$ cat config.mk
export PLATFORM = sky130hd
export DESIGN_NAME = load_store_unit
export DESIGN_NICKNAME = d
export VERILOG_FILES = /design/src/rtl/lsu_pkg.sv /design/src/rtl/load_align.sv /design/src/rtl/load_store_unit.sv
export SDC_FILE = /design/constraint.sdc
export NUM_CORES = 1
export LEC_CHECK = 0
export BUFFER_PORTS_ARGS = -buffer_cell sky130_fd_sc_hd__buf_2
export CAP_MARGIN = 10
export CORE_ASPECT_RATIO = 1.25
export CORE_UTILIZATION = 50
export DETAILED_ROUTE_END_ITERATION = 8
export GPL_TIMING_DRIVEN = 0
export MAX_ROUTING_LAYER = met4
export PLACE_DENSITY = 0.8
export RECOVER_POWER = 25
export SKIP_CTS_REPAIR_TIMING = 1
export SYNTH_ARGS = -nofsm -noshare
export SYNTH_HDL_FRONTEND = slang
export SYNTH_SLANG_ARGS = --single-unit
$ cat constraint.sdc
create_clock -name clk -period 2.11 [get_ports clk]
set_clock_uncertainty 0.05 [all_clocks]
set_input_delay 0.5275 -clock clk [delete_from_list [all_inputs] [get_ports clk]]
set_output_delay 0.5275 -clock clk [all_outputs]
set_load 0.01 [all_outputs]
$ cat src/rtl/lsu_pkg.sv
// Shared definitions for the load/store unit: funct3 codes, FSM state
// encoding, timeout counter width and access-size / alignment helpers.
package lsu_pkg;

    localparam logic [2:0] LSU_B  = 3'b000;
    localparam logic [2:0] LSU_H  = 3'b001;
    localparam logic [2:0] LSU_W  = 3'b010;
    localparam logic [2:0] LSU_BU = 3'b100;
    localparam logic [2:0] LSU_HU = 3'b101;

    localparam int LSU_TO_CNT_W = 8;

    typedef enum logic [1:0] {
        IDLE = 2'd0,
        WAIT = 2'd1,
        RESP = 2'd2
    } lsu_state_t;

    typedef enum logic [1:0] {
        SZ_B = 2'd0,
        SZ_H = 2'd1,
        SZ_W = 2'd2
    } lsu_size_t;

    // Access size from funct3; anything not byte or halfword is a word.
    function automatic lsu_size_t lsu_size(input logic [2:0] funct3);
        lsu_size_t sz;
        case (funct3)
            LSU_B, LSU_BU: sz = SZ_B;
            LSU_H, LSU_HU: sz = SZ_H;
            default:       sz = SZ_W;
        endcase
        return sz;
    endfunction

    // True when the low address bits are not naturally aligned for the size.
    function automatic logic lsu_misaligned(input logic [2:0] funct3,
                                            input logic [1:0] addr_lo);
        logic mis;
        case (lsu_size(funct3))
            SZ_B:    mis = 1'b0;
            SZ_H:    mis = addr_lo[0];
            default: mis = (addr_lo != 2'b00);
        endcase
        return mis;
    endfunction

endpackage

$ cat src/rtl/load_align.sv
// Load data alignment: selects the byte/halfword lane from the bus word and
// sign- or zero-extends it according to funct3. Purely combinational.
module load_align
    import lsu_pkg::*;
(
    input  logic [31:0] rdata,
    input  logic [1:0]  addr_lo,
    input  logic [2:0]  funct3,
    output logic [31:0] data
);

    logic [7:0]  byte_s;
    logic [15:0] half_s;

    // Lane select: byte by addr[1:0], halfword by addr[1].
    always_comb begin
        byte_s = 8'h00;
        case (addr_lo)
            2'b00:   byte_s = rdata[7:0];
            2'b01:   byte_s = rdata[15:8];
            2'b10:   byte_s = rdata[23:16];
            2'b11:   byte_s = rdata[31:24];
            default: byte_s = rdata[7:0];
        endcase
        if (addr_lo[1]) begin
            half_s = rdata[31:16];
        end else begin
            half_s = rdata[15:0];
        end
    end

    // Extension by funct3; unlisted codes pass the full word through.
    always_comb begin
        data = rdata;
        case (funct3)
            LSU_B:   data = {{24{byte_s[7]}}, byte_s};
            LSU_BU:  data = {24'h000000, byte_s};
            LSU_H:   data = {{16{half_s[15]}}, half_s};
            LSU_HU:  data = {16'h0000, half_s};
            default: data = rdata;
        endcase
    end

endmodule

$ cat src/rtl/load_store_unit.sv
// Memory-access stage: one req/ack bus transaction per instruction, store
// lane replication and byte enables, load extension, ack timeout abort.
// Optional feature macro: LSU_MISALIGN_TRAP_EN (misaligned accesses fault
// without a bus request instead of ignoring the offending address bits).
module load_store_unit
    import lsu_pkg::*;
#(
    parameter int unsigned ACK_TIMEOUT = 255
) (
    input  logic        clk,
    input  logic        rst_n,
    input  logic        req_valid,
    input  logic        req_we,
    input  logic [2:0]  req_funct3,
    input  logic [31:0] req_addr,
    input  logic [31:0] req_wdata,
    input  logic [4:0]  req_rd,
    output logic        stall,
    output logic        mem_req,
    output logic        mem_we,
    output logic [31:0] mem_addr,
    output logic [31:0] mem_wdata,
    output logic [3:0]  mem_be,
    input  logic        mem_ack,
    input  logic [31:0] mem_rdata,
    output logic        wb_valid,
    output logic [4:0]  wb_rd,
    output logic [31:0] wb_data,
    output logic        err,
    output logic [31:0] err_addr
);

    // Last counter value of the wait window: the counter starts at 0 on the
    // first WAIT cycle, so value ACK_TIMEOUT-1 marks the ACK_TIMEOUT-th cycle.
    localparam logic [LSU_TO_CNT_W-1:0] TO_LAST = LSU_TO_CNT_W'(ACK_TIMEOUT - 1);
    localparam logic [LSU_TO_CNT_W-1:0] CNT_MAX = {LSU_TO_CNT_W{1'b1}};

    lsu_state_t state_r, state_n_s;

    logic                    stall_r, stall_n_s;
    logic                    mem_req_r, mem_req_n_s;
    logic                    mem_we_r, mem_we_n_s;
    logic [31:0]             mem_addr_r, mem_addr_n_s;
    logic [31:0]             mem_wdata_r, mem_wdata_n_s;
    logic [3:0]              mem_be_r, mem_be_n_s;
    logic                    wb_valid_r, wb_valid_n_s;
    logic [4:0]              wb_rd_r, wb_rd_n_s;
    logic [31:0]             wb_data_r, wb_data_n_s;
    logic                    err_r, err_n_s;
    logic [31:0]             err_addr_r, err_addr_n_s;
    logic [31:0]             addr_r, addr_n_s;
    logic [2:0]              funct3_r, funct3_n_s;
    logic [4:0]              rd_r, rd_n_s;
    logic [LSU_TO_CNT_W-1:0] cnt_r, cnt_n_s;

    logic        fault_s;
    logic        timeout_s;
    logic [3:0]  st_be_s;
    logic [31:0] st_wdata_s;
    logic [31:0] ld_data_s;

`ifdef LSU_MISALIGN_TRAP_EN
    assign fault_s = lsu_misaligned(req_funct3, req_addr[1:0]);
`else
    assign fault_s = 1'b0;
`endif

    assign timeout_s = (cnt_r >= TO_LAST);

    load_align u_load_align (
        .rdata   (mem_rdata),
        .addr_lo (addr_r[1:0]),
        .funct3  (funct3_r),
        .data    (ld_data_s)
    );

    // Store lane generation from the incoming request (loads read all lanes).
    always_comb begin
        st_be_s    = 4'b1111;
        st_wdata_s = 32'h0000_0000;
        if (req_we) begin
            case (lsu_size(req_funct3))
                SZ_B: begin
                    st_be_s    = 4'b0001 << req_addr[1:0];
                    st_wdata_s = {4{req_wdata[7:0]}};
                end
                SZ_H: begin
                    st_be_s    = req_addr[1] ? 4'b1100 : 4'b0011;
                    st_wdata_s = {2{req_wdata[15:0]}};
                end
                default: begin
                    st_be_s    = 4'b1111;
                    st_wdata_s = req_wdata;
                end
            endcase
        end else begin
            st_be_s    = 4'b1111;
            st_wdata_s = 32'h0000_0000;
        end
    end

    // FSM state register.
    always_ff @(posedge clk or negedge rst_n) begin
        if (!rst_n) begin
            state_r <= IDLE;
        end else begin
            state_r <= state_n_s;
        end
    end

    // FSM next-state logic; ack takes priority over the timeout.
    always_comb begin
        state_n_s = state_r;
        case (state_r)
            IDLE: begin
                if (req_valid) begin
                    state_n_s = fault_s ? RESP : WAIT;
                end else begin
                    state_n_s = IDLE;
                end
            end
            WAIT: begin
                if (mem_ack || timeout_s) begin
                    state_n_s = RESP;
                end else begin
                    state_n_s = WAIT;
                end
            end
            RESP:    state_n_s = IDLE;
            default: state_n_s = IDLE;
        endcase
    end

    // FSM output logic: next values of the registered outputs and captures.
    always_comb begin
        stall_n_s     = stall_r;
        mem_req_n_s   = mem_req_r;
        mem_we_n_s    = mem_we_r;
        mem_addr_n_s  = mem_addr_r;
        mem_wdata_n_s = mem_wdata_r;
        mem_be_n_s    = mem_be_r;
        wb_valid_n_s  = 1'b0;
        wb_rd_n_s     = wb_rd_r;
        wb_data_n_s   = wb_data_r;
        err_n_s       = 1'b0;
        err_addr_n_s  = err_addr_r;
        addr_n_s      = addr_r;
        funct3_n_s    = funct3_r;
        rd_n_s        = rd_r;
        cnt_n_s       = cnt_r;
        case (state_r)
            IDLE: begin
                if (req_valid) begin
                    stall_n_s     = 1'b1;
                    addr_n_s      = req_addr;
                    funct3_n_s    = req_funct3;
                    rd_n_s        = req_rd;
                    cnt_n_s       = {LSU_TO_CNT_W{1'b0}};
                    mem_we_n_s    = req_we;
                    mem_addr_n_s  = {req_addr[31:2], 2'b00};
                    mem_be_n_s    = st_be_s;
                    mem_wdata_n_s = st_wdata_s;
                    if (fault_s) begin
                        mem_req_n_s  = 1'b0;
                        err_n_s      = 1'b1;
                        err_addr_n_s = req_addr;
                    end else begin
                        mem_req_n_s  = 1'b1;
                    end
                end else begin
                    stall_n_s   = 1'b0;
                    mem_req_n_s = 1'b0;
                end
            end
            WAIT: begin
                if (mem_ack) begin
                    mem_req_n_s = 1'b0;
                    if (!mem_we_r) begin
                        wb_valid_n_s = 1'b1;
                        wb_rd_n_s    = rd_r;
                        wb_data_n_s  = ld_data_s;
                    end else begin
                        wb_valid_n_s = 1'b0;
                    end
                end else if (timeout_s) begin
                    mem_req_n_s  = 1'b0;
                    err_n_s      = 1'b1;
                    err_addr_n_s = addr_r;
                end else begin
                    cnt_n_s = (cnt_r == CNT_MAX) ? cnt_r : cnt_r + 8'd1;
                end
            end
            RESP: begin
                stall_n_s   = 1'b0;
                mem_req_n_s = 1'b0;
            end
            default: begin
                stall_n_s   = 1'b0;
                mem_req_n_s = 1'b0;
            end
        endcase
    end

    // Output and capture registers; everything clears on reset.
    always_ff @(posedge clk or negedge rst_n) begin
        if (!rst_n) begin
            stall_r     <= 1'b0;
            mem_req_r   <= 1'b0;
            mem_we_r    <= 1'b0;
            mem_addr_r  <= 32'h0000_0000;
            mem_wdata_r <= 32'h0000_0000;
            mem_be_r    <= 4'b0000;
            wb_valid_r  <= 1'b0;
            wb_rd_r     <= 5'd0;
            wb_data_r   <= 32'h0000_0000;
            err_r       <= 1'b0;
            err_addr_r  <= 32'h0000_0000;
            addr_r      <= 32'h0000_0000;
            funct3_r    <= 3'b000;
            rd_r        <= 5'd0;
            cnt_r       <= {LSU_TO_CNT_W{1'b0}};
        end else begin
            stall_r     <= stall_n_s;
            mem_req_r   <= mem_req_n_s;
            mem_we_r    <= mem_we_n_s;
            mem_addr_r  <= mem_addr_n_s;
            mem_wdata_r <= mem_wdata_n_s;
            mem_be_r    <= mem_be_n_s;
            wb_valid_r  <= wb_valid_n_s;
            wb_rd_r     <= wb_rd_n_s;
            wb_data_r   <= wb_data_n_s;
            err_r       <= err_n_s;
            err_addr_r  <= err_addr_n_s;
            addr_r      <= addr_n_s;
            funct3_r    <= funct3_n_s;
            rd_r        <= rd_n_s;
            cnt_r       <= cnt_n_s;
        end
    end

    assign stall     = stall_r;
    assign mem_req   = mem_req_r;
    assign mem_we    = mem_we_r;
    assign mem_addr  = mem_addr_r;
    assign mem_wdata = mem_wdata_r;
    assign mem_be    = mem_be_r;
    assign wb_valid  = wb_valid_r;
    assign wb_rd     = wb_rd_r;
    assign wb_data   = wb_data_r;
    assign err       = err_r;
    assign err_addr  = err_addr_r;

endmodule

==> run metrics <==
status finished, violations left; violations in the final reports max-capacitance violations, max-slew violations; cell area after technology mapping 0.00718 mm²; drt drc 0; slowest stage cell, crit path dfrtp_1; clock root cell clkbuf_16; Final Routed Wirelength 19.6 mm; slowest cell delay on critical path ~0.44 ns; layout cells sized above 1 37.3%; clock insertion delay at the later pin of the skew report between 0.4 and 0.5 ns; count of H-tree levels built during CTS 4; Switching Share about 36%; Critical Path Source cnt_r[0]; count of cell types in the netlist 48; Sink Count 160; area of the core ~0.014 mm²; Inserted Diodes 0; Sw Pwr 4.06 mW; Largest delay share family, worst path compound AO/OA/AOI/OAI gates; worst reg2reg setup slack around 0.043 ns; post-route minimum period between 2 and 2.5 ns; Worst EP arrival between 2 and 2.5 ns; number of cells after detailed placement 1,150; Total Negative Setup Slacks 0 ns; total design power around 11 mW; initial detailed-routing violation count about 410; power share of the sequential group roughly two fifths; wire length per cell after detailed routing ~17 µm; library cell occupying the most area in the post-synthesis netlist dfrtp_1; Area growth syn-to-layout 29.1%; number of pins with negative max-slew slack in the final report 70; gr ovfl total 0; element type at the critical path end flip-flop; count of flip-flops with a built-in enable after synthesis 0; clock transition time at the flip-flop clock pins of the worst setup and hold paths around 0.070 ns; required time of the worst setup path roughly 2.4 ns; die extent in x 109 µm; filler cell count in the final layout between 1,000 and 1,500; R2R depth 7; maximum fanout along the worst path 5; Critical R2R Launch cnt_r[0]; reg-to-reg critical path endpoint cnt_r[5]; worst hold-check path type in -> reg; effective utilization at floorplan between 50 and 60%; VDD IR max between 600 and 700 µV; number of global-route vias before repair about 6,000; final setup violation count 0; instance area at placement between 0.008 and 0.009 mm²; startpoint type of the worst setup path flip-flop; routed vias 6,259; Slew headroom -18.5%; gate count after technology mapping 727; sum of net half-perimeters after detailed placement roughly 15 mm; dominant register cell in the synthesized netlist dfrtp_1; cell-internal power between 7 and 8 mW; final critical-path share of the clock period 98.0%; leakage power figure between 5 and 6 nW; worst setup path endpoint cnt_r[5]; RSZ-0062 raised after global routing true; io pins 251; Final Instance Count excl. Fillers 1,186; clock buffers created by TritonCTS 17; CTS tree done; IO Port Bufs ~250; largest net degree at the start of global routing between 90 and 100; Final ANT Viol Nets 0; number of buffers between clock root and the deepest sink 2; count of buffer and inverter cells on the critical path 1; Area contributors post-synth dfrtp_1, nand2_1, mux2_2; number of synthesized register bits 160; most common cell in the synthesized netlist nand2_1; Setup Crit Path Kind reg -> reg; net count of the finished layout around 1,100; Total Routing Usage GR a little over a quarter; stages on the worst setup path 7; maximum clock frequency between 400 and 500 MHz; wire length of the first global-routing pass ~30 mm; DR vias/cell ~5.3; drt first pass iters 5; share of synthesized area occupied by flip-flops and latches roughly 56%; antenna violations before repair 0; Combinational Power Share roughly a third; list of cells traversed by the critical path inv_1 > ha_1 > nor3_1 > o311ai_2 > a21oi_1 > a31oi_1 > a41o_1; PD cells about 1200 mW/mm²; most numerous cell types in the synthesized netlist nand2_1, dfrtp_1, nor2_1, nand3_1, a21oi_1; transition time at the pin with the least slew margin about 1.8 ns; clock group share of total power a little over a quarter; gpl congestion ~0.95; async set-or-reset flop fraction in the synthesized netlist 100%; Syn. warnings 0; synthesized area divided by synthesized cell count a little under 10 µm²; number of cell rows 48; Hold Vio Cnt, Final 0; post-route cell area around 0.0093 mm²; fraction of post-synthesis cell area in the top cell type by area about 56%; number of max-cap violations 1; y dimension of the die around 140 µm; area of the die roughly 0.015 mm²
==> sequential cells by signal, indices dropped and copies added, names as in the netlist <==
register,count
funct3_r,3
addr_r,32
wb_rd,5
cnt_r,8
rd_r,5
mem_be,4
stall,1
err_addr,32
mem_we,1
state_r,2
err,1
mem_wdata,32
mem_req,1
wb_data,32
wb_valid,1
==> power groups by stage <==
stage          Clock [mW]  Combinational [mW]  Sequential [mW]
6_report             2.97                3.81             4.54
5_1_grt              3.15                4.20             4.66
4_1_cts              3.03                3.83             4.54
3_5_place_dp            0                3.82             4.58
3_3_place_gp            0                3.72             4.55
2_1_floorplan           0                2.06             4.75
==> how the worst min path moves through the flow <==
stage | slack [ns] | cells past startpoint | startpoint | endpoint
final | 0.25 | 3 | req_addr[28] | addr_r[28]
after global routing | 0.25 | 3 | req_addr[26] | addr_r[26]
after CTS | 0.03 | 1 | rst_n | mem_wdata[6]
after detailed placement | 0.40 | 2 | mem_wdata[3] | mem_wdata[3]
after global placement | 0.40 | 2 | mem_wdata[3] | mem_wdata[3]
after floorplan | 0.18 | 0 | rst_n | addr_r[0]
==> routing by layer <==
metal,track usage (%),up-vias,wire length [µm]
met2,47.7,250,10300
met4,9.26,0,518
li1,-,2948,-
met1,31.4,3030,7770
met3,4.70,31,1030
met5,-,-,0
==> logic make-up after synthesis <==
kind of cell / count (synthesis) / synth area share (%)
XOR/XNOR: 4 / 0.488
AO/OA/AOI/OAI: 112 / 10.0
adder cells (fa/ha/maj): 2 / 0.348
multiplexers: 59 / 8.97
AND/OR/NAND/NOR: 309 / 17.9
buffers and inverters: 80 / 6.46
other: 1 / 0.0522
flip-flops: 160 / 55.7
==> stage by stage <==
stage               util (%)  setup slack [ns]  hold slack, ns
floorplan                  -             0.282           0.182
global placement        62.0             -1.94           0.396
detailed placement      62.3            -0.230           0.400
CTS                     66.4            -0.155          0.0258
global route            66.6            -0.128           0.246
finish                  66.6            0.0425           0.254
==> cell usage in the layout, fill, tap and decap left out, types with 22 or more instances in the layout <==
master    count
nor2_1       44
buf_4        37
dfrtp_1     160
o21ai_0      28
buf_2       259
mux2i_1      25
nand2_1     198
a21oi_1      35
mux2_2       32
clkbuf_1     22
nand3_1      40
==> worst register-to-register path, stage by stage (launching register included) <==
cell and delay (ns):
dfrtp_1 0.44, inv_1 0.07, ha_1 0.23, nor3_1 0.29, o311ai_2 0.16, a21oi_1 0.38, a31oi_1 0.14, a41o_1 0.21
==> area by class of cell <==
class | instances | area, µm² | share of cell area (%)
Sequential cell | 160 | 4000 | 43.2
Multi-Input combinational cell | 488 | 2730 | 29.4
Timing Repair Buffer | 251 | 1280 | 13.8
Buffer | 75 | 449 | 4.84
Clock buffer | 19 | 443 | 4.78
Tap cell | 175 | 219 | 2.36
Clock inverter | 13 | 129 | 1.39
Inverter | 5 | 18.8 | 0.202
Note: power is estimated with default switching activity, not from simulation.
